File: config.mk
export PLATFORM = sky130hd
export DESIGN_NAME = bp_me_wb_master_flat
export DESIGN_NICKNAME = d
export VERILOG_FILES = /design/src/rtl/bp_me_wb_pkg.sv /design/src/rtl/bp_me_wb_if.sv /design/src/rtl/bp_me_wb_sel_gen.sv /design/src/rtl/bp_me_wb_master.sv /design/src/flat_wrapper.sv
export SDC_FILE = /design/constraint.sdc
export NUM_CORES = 1
export LEC_CHECK = 0
export ABC_AREA = 1
export CAP_MARGIN = 20
export CORE_AREA = 2 2 171 173
export CTS_CLUSTER_DIAMETER = 40
export CTS_CLUSTER_SIZE = 12
export DETAILED_ROUTE_END_ITERATION = 7
export DIE_AREA = 0 0 173 175
export PLACE_DENSITY = 0.81
export SLEW_MARGIN = 0
export SYNTH_ARGS = -nofsm -noshare
export SYNTH_HDL_FRONTEND = slang
export SYNTH_SLANG_ARGS = --single-unit
File: constraint.sdc
create_clock -name clk_i -period 2.56 [get_ports clk_i]
set_input_delay 0.384 -clock clk_i [delete_from_list [all_inputs] [get_ports clk_i]]
set_output_delay 0.384 -clock clk_i [all_outputs]
set_load 0.1 [all_outputs]
File: src/rtl/bp_me_wb_pkg.sv
// Shared types for the BedRock-to-Wishbone master bridge: BedRock header layout,
// bridge FSM states and the size/offset to byte-select helpers.
package bp_me_wb_pkg;

    localparam int paddr_width_gp   = 40;
    localparam int payload_width_gp = 16;
    localparam int dword_width_gp   = 64;

    typedef enum logic [3:0] {
        e_bedrock_mem_rd    = 4'b0000,
        e_bedrock_mem_wr    = 4'b0001,
        e_bedrock_mem_uc_rd = 4'b0010,
        e_bedrock_mem_uc_wr = 4'b0011,
        e_bedrock_mem_pre   = 4'b0100,
        e_bedrock_mem_amo   = 4'b0101
    } bp_bedrock_mem_type_e;

    typedef enum logic [2:0] {
        e_bedrock_msg_size_1   = 3'b000,
        e_bedrock_msg_size_2   = 3'b001,
        e_bedrock_msg_size_4   = 3'b010,
        e_bedrock_msg_size_8   = 3'b011,
        e_bedrock_msg_size_16  = 3'b100,
        e_bedrock_msg_size_32  = 3'b101,
        e_bedrock_msg_size_64  = 3'b110,
        e_bedrock_msg_size_128 = 3'b111
    } bp_bedrock_msg_size_e;

    typedef struct packed {
        logic [payload_width_gp-1:0] payload;
        bp_bedrock_msg_size_e        size;
        logic [paddr_width_gp-1:0]   addr;
        bp_bedrock_mem_type_e        msg_type;
    } bp_bedrock_mem_header_s;

    typedef enum logic [1:0] {
        e_ready  = 2'd0,
        e_wb_req = 2'd1,
        e_rev    = 2'd2
    } bp_me_wb_state_e;

    // Byte lanes touched by an access of 2^size bytes at the given lane offset.
    function automatic logic [7:0] size_to_sel(input bp_bedrock_msg_size_e size,
                                               input logic [2:0] offset);
        logic [3:0] nbytes;
        logic [7:0] mask;
        if (size >= e_bedrock_msg_size_8) return 8'hFF;
        nbytes = 4'(1) << size;
        mask   = (8'(1) << nbytes) - 8'd1;
        return mask << offset;
    endfunction

    function automatic logic [2:0] size_to_mask(input bp_bedrock_msg_size_e size);
        if (size >= e_bedrock_msg_size_8) return 3'b111;
        return 3'((4'(1) << size) - 4'd1);
    endfunction

    function automatic logic is_write(input bp_bedrock_mem_type_e msg_type);
        return (msg_type == e_bedrock_mem_wr) || (msg_type == e_bedrock_mem_uc_wr);
    endfunction

endpackage

File: src/rtl/bp_me_wb_if.sv
// Wishbone B4 classic bus between the bridge (master) and a peripheral (slave).
// Signal names keep the master's point of view.
interface bp_me_wb_if #(
    parameter int data_width_p = 64,
    parameter int adr_width_p  = 37
);
    logic [adr_width_p-1:0]    adr_o;
    logic [data_width_p-1:0]   dat_o;
    logic [data_width_p-1:0]   dat_i;
    logic [data_width_p/8-1:0] sel_o;
    logic                      cyc_o;
    logic                      stb_o;
    logic                      we_o;
    logic                      ack_i;

    modport master (output adr_o, dat_o, sel_o, cyc_o, stb_o, we_o,
                    input  dat_i, ack_i);
    modport slave  (input  adr_o, dat_o, sel_o, cyc_o, stb_o, we_o,
                    output dat_i, ack_i);
endinterface

File: src/rtl/bp_me_wb_sel_gen.sv
// Combinational Wishbone byte-select generation from a BedRock size and lane offset.
module bp_me_wb_sel_gen
    import bp_me_wb_pkg::*;
#(
    parameter int sel_width_p = 8
) (
    input  bp_bedrock_msg_size_e   size,
    input  logic [2:0]             offset,
    output logic [sel_width_p-1:0] sel
);
    logic [7:0] sel_full;

    always_comb sel_full = size_to_sel(size, offset);

    assign sel = sel_full[sel_width_p-1:0];
endmodule

File: src/rtl/bp_me_wb_master.sv
// Bridges single-beat BedRock memory forwards onto a Wishbone B4 classic bus and
// returns each completion as a BedRock reverse message; one transaction at a time.
module bp_me_wb_master
    import bp_me_wb_pkg::*;
#(
    parameter int data_width_p = dword_width_gp
) (
    input  logic                    clk_i,
    input  logic                    reset_n_i,
    input  bp_bedrock_mem_header_s  mem_fwd_header_i,
    input  logic [data_width_p-1:0] mem_fwd_data_i,
    input  logic                    mem_fwd_v_i,
    output logic                    mem_fwd_ready_and_o,
    input  logic                    mem_fwd_last_i,
    output bp_bedrock_mem_header_s  mem_rev_header_o,
    output logic [data_width_p-1:0] mem_rev_data_o,
    output logic                    mem_rev_v_o,
    input  logic                    mem_rev_ready_and_i,
    output logic                    mem_rev_last_o,
    bp_me_wb_if.master              wb,
    output bp_me_wb_state_e         state_o
);
    localparam int         sel_w_lp        = data_width_p / 8;
    localparam int         wb_adr_width_lp = paddr_width_gp - $clog2(sel_w_lp);
    localparam logic [2:0] off_mask_lp     = 3'(sel_w_lp - 1);

    if (!(data_width_p == 8 || data_width_p == 16 || data_width_p == 32 || data_width_p == 64))
    begin : g_bad_width
        $error("bp_me_wb_master: data_width_p must be 8, 16, 32 or 64");
    end
    if (data_width_p != dword_width_gp) begin : g_narrow_width
        $warning("bp_me_wb_master: data_width_p is narrower than a dword");
    end

    bp_me_wb_state_e        state_r, state_n;
    bp_bedrock_mem_header_s hdr_r;
    logic [data_width_p-1:0] fwd_data_r, rev_data_r;
    logic [sel_w_lp-1:0]     sel_r, sel_n;
    logic                    we_r;
    logic                    fwd_ready, wb_active, rev_valid;
    logic [2:0]              rd_off, rd_mask;
    logic [data_width_p-1:0] rd_shift, rd_pack;

    bp_me_wb_sel_gen #(.sel_width_p(sel_w_lp)) u_sel_gen (
        .size   (mem_fwd_header_i.size),
        .offset (mem_fwd_header_i.addr[2:0] & off_mask_lp),
        .sel    (sel_n)
    );

    // valid/ready: a transfer happens on a rising clk_i where valid and ready are
    // both 1; the sender holds valid and keeps the payload stable until then.
    always_comb begin
        state_n   = state_r;
        fwd_ready = 1'b0;
        wb_active = 1'b0;
        rev_valid = 1'b0;
        case (state_r)
            e_ready: begin
                fwd_ready = 1'b1;
                if (mem_fwd_v_i) state_n = e_wb_req;
            end
            e_wb_req: begin
                wb_active = 1'b1;
                if (wb.ack_i) state_n = e_rev;
            end
            e_rev: begin
                rev_valid = 1'b1;
                if (mem_rev_ready_and_i) state_n = e_ready;
            end
            default: state_n = e_ready;
        endcase
    end

    // Read data arrives lane-aligned; move the addressed bytes to lane 0 and
    // replicate them across the bus, as the BP side expects for sub-word sizes.
    always_comb begin
        rd_off   = hdr_r.addr[2:0] & off_mask_lp;
        rd_mask  = size_to_mask(hdr_r.size) & off_mask_lp;
        rd_shift = wb.dat_i >> {rd_off, 3'b000};
        rd_pack  = '0;
        for (int i = 0; i < sel_w_lp; i++) begin
            rd_pack[8*i +: 8] = rd_shift[8*(i & int'(rd_mask)) +: 8];
        end
    end

    always_ff @(posedge clk_i or negedge reset_n_i) begin
        if (!reset_n_i) begin
            state_r    <= e_ready;
            hdr_r      <= '0;
            fwd_data_r <= '0;
            sel_r      <= '0;
            we_r       <= 1'b0;
            rev_data_r <= '0;
        end else begin
            state_r <= state_n;
            if (fwd_ready && mem_fwd_v_i) begin
                hdr_r      <= mem_fwd_header_i;
                fwd_data_r <= mem_fwd_data_i;
                sel_r      <= sel_n;
                we_r       <= is_write(mem_fwd_header_i.msg_type);
            end
            if (wb_active && wb.ack_i) begin
                rev_data_r <= we_r ? '0 : rd_pack;
            end
        end
    end

    assign mem_fwd_ready_and_o = fwd_ready;
    assign wb.cyc_o            = wb_active;
    assign wb.stb_o            = wb_active;
    assign wb.we_o             = we_r;
    assign wb.sel_o            = sel_r;
    assign wb.dat_o            = fwd_data_r;
    assign wb.adr_o            = hdr_r.addr[paddr_width_gp-1 -: wb_adr_width_lp];
    assign mem_rev_v_o         = rev_valid;
    assign mem_rev_header_o    = hdr_r;
    assign mem_rev_data_o      = rev_data_r;
    assign mem_rev_last_o      = 1'b1;
    assign state_o             = state_r;

    // Protocol checks on every accepted forward message.
    always_ff @(posedge clk_i) begin
        if (reset_n_i && fwd_ready && mem_fwd_v_i) begin
            assert (mem_fwd_last_i)
                else $error("bp_me_wb_master: multi-beat forward message");
            assert ((1 << int'(mem_fwd_header_i.size)) <= sel_w_lp)
                else $error("bp_me_wb_master: access size wider than the bus");
            assert ((mem_fwd_header_i.addr[2:0] & off_mask_lp
                     & size_to_mask(mem_fwd_header_i.size)) == 3'b000)
                else $error("bp_me_wb_master: misaligned access");
        end
    end

endmodule

File: src/flat_wrapper.sv
// flat-port wrapper written by rule: the top's interface ports become plain ports
module bp_me_wb_master_flat import bp_me_wb_pkg::*;
#(
    parameter int data_width_p = dword_width_gp
)
  (clk_i, reset_n_i, mem_fwd_header_i, mem_fwd_data_i, mem_fwd_v_i, mem_fwd_ready_and_o, mem_fwd_last_i, mem_rev_header_o, mem_rev_data_o, mem_rev_v_o, mem_rev_ready_and_i, mem_rev_last_o, state_o, wb_adr_o, wb_dat_o, wb_sel_o, wb_cyc_o, wb_stb_o, wb_we_o, wb_dat_i, wb_ack_i);
  bp_me_wb_if #(.data_width_p(data_width_p), .adr_width_p((paddr_width_gp - 3))) wb_i ();
  input  logic clk_i;
  input  logic reset_n_i;
  input  bp_bedrock_mem_header_s mem_fwd_header_i;
  input  logic [data_width_p-1:0] mem_fwd_data_i;
  input  logic mem_fwd_v_i;
  output logic mem_fwd_ready_and_o;
  input  logic mem_fwd_last_i;
  output bp_bedrock_mem_header_s mem_rev_header_o;
  output logic [data_width_p-1:0] mem_rev_data_o;
  output logic mem_rev_v_o;
  input  logic mem_rev_ready_and_i;
  output logic mem_rev_last_o;
  output bp_me_wb_state_e state_o;
  output wire logic [$bits(wb_i.adr_o)-1:0] wb_adr_o;
  output wire logic [$bits(wb_i.dat_o)-1:0] wb_dat_o;
  output wire logic [$bits(wb_i.sel_o)-1:0] wb_sel_o;
  output wire logic [$bits(wb_i.cyc_o)-1:0] wb_cyc_o;
  output wire logic [$bits(wb_i.stb_o)-1:0] wb_stb_o;
  output wire logic [$bits(wb_i.we_o)-1:0] wb_we_o;
  input wire logic [$bits(wb_i.dat_i)-1:0] wb_dat_i;
  input wire logic [$bits(wb_i.ack_i)-1:0] wb_ack_i;
  assign wb_adr_o = wb_i.adr_o;
  assign wb_dat_o = wb_i.dat_o;
  assign wb_sel_o = wb_i.sel_o;
  assign wb_cyc_o = wb_i.cyc_o;
  assign wb_stb_o = wb_i.stb_o;
  assign wb_we_o = wb_i.we_o;
  assign wb_i.dat_i = wb_dat_i;
  assign wb_i.ack_i = wb_ack_i;
  bp_me_wb_master #(.data_width_p(data_width_p)) u_core (.clk_i(clk_i), .reset_n_i(reset_n_i), .mem_fwd_header_i(mem_fwd_header_i), .mem_fwd_data_i(mem_fwd_data_i), .mem_fwd_v_i(mem_fwd_v_i), .mem_fwd_ready_and_o(mem_fwd_ready_and_o), .mem_fwd_last_i(mem_fwd_last_i), .mem_rev_header_o(mem_rev_header_o), .mem_rev_data_o(mem_rev_data_o), .mem_rev_v_o(mem_rev_v_o), .mem_rev_ready_and_i(mem_rev_ready_and_i), .mem_rev_last_o(mem_rev_last_o), .wb(wb_i), .state_o(state_o));
endmodule
==> qor.yml <==
status: "finished clean"
hpwl_um: 32000
grt_pass1_vias: 11700
drv_slew: 0
final_util_pct: 56.0
finalSetupViolCount: 0
fin_setup_tns_ns: 0
port_buffers: 438
cp_common_cell: "nand2_1"
end_kind: "flop"
cts.sinks: 202
wire_per_inst_um: 18.3
drtIter0Drc: 980
drive_above_1_share_pct: 17.9
maxCapViolations: 0
synth_largest_area_cell: "dfrtp_1"
cp_slowest_cell: "dfrtp_1"
track_usage_pct: 27.0
grt_max_degree: 96
syn_area_um2: 11000
htreeDepth: 1
tightestPinTransition_ns: 0.693
reg2reg_to: "u_core.mem_rev_data_o[61]"
hold_viol: 0
synth_cell_types: 30
hold_end: "u_core.wb.dat_o[39]"
place_worst_setup_slack_ns: 0.325
yosysSeqAreaShare_pct: 45.9
ioPinCount: 441
num_rows: 62
fillers: 2619
fin_crit_sh_pct: 89.9
synth.avg_cell_area_um2: 7.08
syn2layout_area_growth_pct: 44.5
max_stage_delay_ns: 0.46
clockBufferDepth: 3
die_y_um: 175
r2r_setup_slack_ns: 0.26
rsz0062_at_grt: "no"
netlist_top_cells_area: "dfrtp_1 46%, nand2_1 28%, nand3_1 9.0%"
synthesis.nets: 1754
skew_ns: 0.0204
path_cells: "nor2_4, nand2_1, ha_1, nand3_2, nand2_2, inv_1, nor2_1, a21oi_1, nand2_1, nand2_1"
synth_cells: 1555
whs_path_depth: 3
die-area_um2: 30300
viasPerCell: 5.10
setup_slack_ns: 0.258
timing.fmax_mhz: 434
place_congestion: 0.931
critPathLaunchType: "flop"
ant_nets: 0
crit_start: "u_core.mem_rev_header_o[45]"
crit_arrival_ns: 2.73
crit_path_max_fanout: 9
num-nets-final: 2122
relSlewSlack_pct: 53.8
hold_class: "input pin to flop"
yosys_register_bits: 202
gr-total-overflow: 0
yosysTopAreaCellShare_pct: 45.9
placed_cells_incl_taps: 2273
r2r_cells: 10
cts-buffers-inserted: 31
diodes: 0
hold_path.startpoint: "mem_fwd_data_i[39]"
cts_tree: "built"
stdcell_count: 2330
vias: 11900
clock_latency_ns: 0.56
finalCriticalPeriod_ns: 2.30
die_w_um: 173
grt_pass1_wl_um: 64700
clk_pin_slew_worst_paths_ns: 0.06
post_cts_buffers: 0
wl_um: 42600
cts_root_buf: "clkbuf_16"
ctsResizeCount: 0
core_area_um2: 28400
crit_type: "flop to flop"
start_util_pct: 38.8
critPathRequiredTime_ns: 2.99
drc: 0
ys_warn_count: 0
antenna_found_initial: 2
dr.pass1.iters: 5
reg2reg_from: "u_core.mem_rev_header_o[45]"
==> worst max-delay path by stage <==
stage | to
finish | u_core.mem_rev_data_o[61]
global route | u_core.mem_rev_data_o[61]
CTS | u_core.mem_rev_data_o[61]
detailed placement | u_core.mem_rev_data_o[61]
global placement | u_core.mem_rev_data_o[60]
floorplan | u_core.mem_rev_data_o[56]
==> sequential cells by signal (all words and copies together), names as in the netlist <==
signal	count
u_core.mem_rev_data_o	64
u_core.mem_rev_header_o	63
u_core.state_o	2
u_core.wb.dat_o	64
u_core.wb.sel_o	8
u_core.wb.we_o	1
==> cells by family after synthesis <==
logic type | Yosys count | share of synthesized area [%]
and+or+nand+nor | 1044 | 38.3
DFF | 202 | 45.9
buffers and inverters | 181 | 9.14
AOI/OAI and AO/OA | 124 | 6.30
adders and majority gates | 2 | 0.227
xor gates and xnor gates | 1 | 0.0796
other | 1 | 0.0341
==> final cells by class <==
| class | count | area (µm²) | area share [%] |
|---|---|---|---|
| clock buffers | 34 | 807 | 5.08 |
| clock inverters | 22 | 300 | 1.89 |
| flip-flops and latches | 202 | 5060 | 31.8 |
| multi-input cells | 1172 | 4970 | 31.2 |
| repair buffers | 466 | 4090 | 25.7 |
| inverters | 50 | 195 | 1.23 |
| well taps | 384 | 480 | 3.02 |
==> layer usage <==
layer	vias up	wire length (µm)	GRT usage [%]
met2	540	21300	47.7
li1	5629	-	-
met3	102	3450	6.61
met5	-	26	0
met1	5616	16100	31.9
met4	4	1700	10.1
==> stage by stage <==
step,instance area [µm²],hold WS (ns)
floorplan,11000,0.0884
global placement,14800,0.377
detailed placement,14800,0.380
CTS,15900,0.323
global route,15900,0.340
finish,15900,0.343
==> cell usage after synthesis <==
| cell | n |
|---|---|
| inv_2 | 5 |
| nand4_1 | 3 |
| nor2_1 | 28 |
| nor2_2 | 2 |
| o41ai_1 | 1 |
| o21bai_1 | 3 |
| o21ai_1 | 19 |
| buf_6 | 10 |
| a21oi_2 | 1 |
| buf_1 | 3 |
| clkbuf_1 | 25 |
| a21oi_1 | 43 |
| o31ai_1 | 2 |
| xnor2_1 | 1 |
| nand3_1 | 197 |
| buf_4 | 52 |
| o21ai_0 | 40 |
| inv_4 | 2 |
| nand2_2 | 2 |
| nand3_2 | 1 |
| nand2_4 | 1 |
| a22o_1 | 12 |
| a21o_1 | 3 |
| dfrtp_1 | 202 |
| nand2_1 | 808 |
| ha_1 | 2 |
| inv_1 | 43 |
| conb_1 | 1 |
| nor2_4 | 2 |
| buf_2 | 41 |
==> worst max-delay path: cells and delay by family, from the launching register on <==
family | cells | cell delay, ns
simple gates | 7 | 1.15
flops | 1 | 0.46
fa+ha+maj | 1 | 0.29
compound gates | 1 | 0.15
buf+inv | 1 | 0.13
==> repair_timing <==
action,in CTS,in global routing
setup endpoints to repair,0,0
hold buffers,1,0
endpoints found under the hold margin,46,0
==> cell usage in the layout, fill, tap and decap left out, types with 4 or more instances in the layout <==
| cell | instances |
|---|---|
| buf_4 | 262 |
| o21ai_1 | 19 |
| nand3_1 | 197 |
| nand2_1 | 806 |
| clkinv_4 | 4 |
| o21ai_0 | 40 |
| a21oi_1 | 43 |
| inv_1 | 43 |
| bufinv_16 | 5 |
| a22o_1 | 12 |
| inv_6 | 4 |
| clkbuf_16 | 31 |
| inv_2 | 4 |
| nor2_1 | 26 |
| clkdlybuf4s50_1 | 194 |
| dfrtp_1 | 199 |
| nor2_4 | 4 |
| buf_12 | 8 |
Power is not shown: default switching activity piles up to over one toggle a cycle in this logic, so the estimate is an artifact.
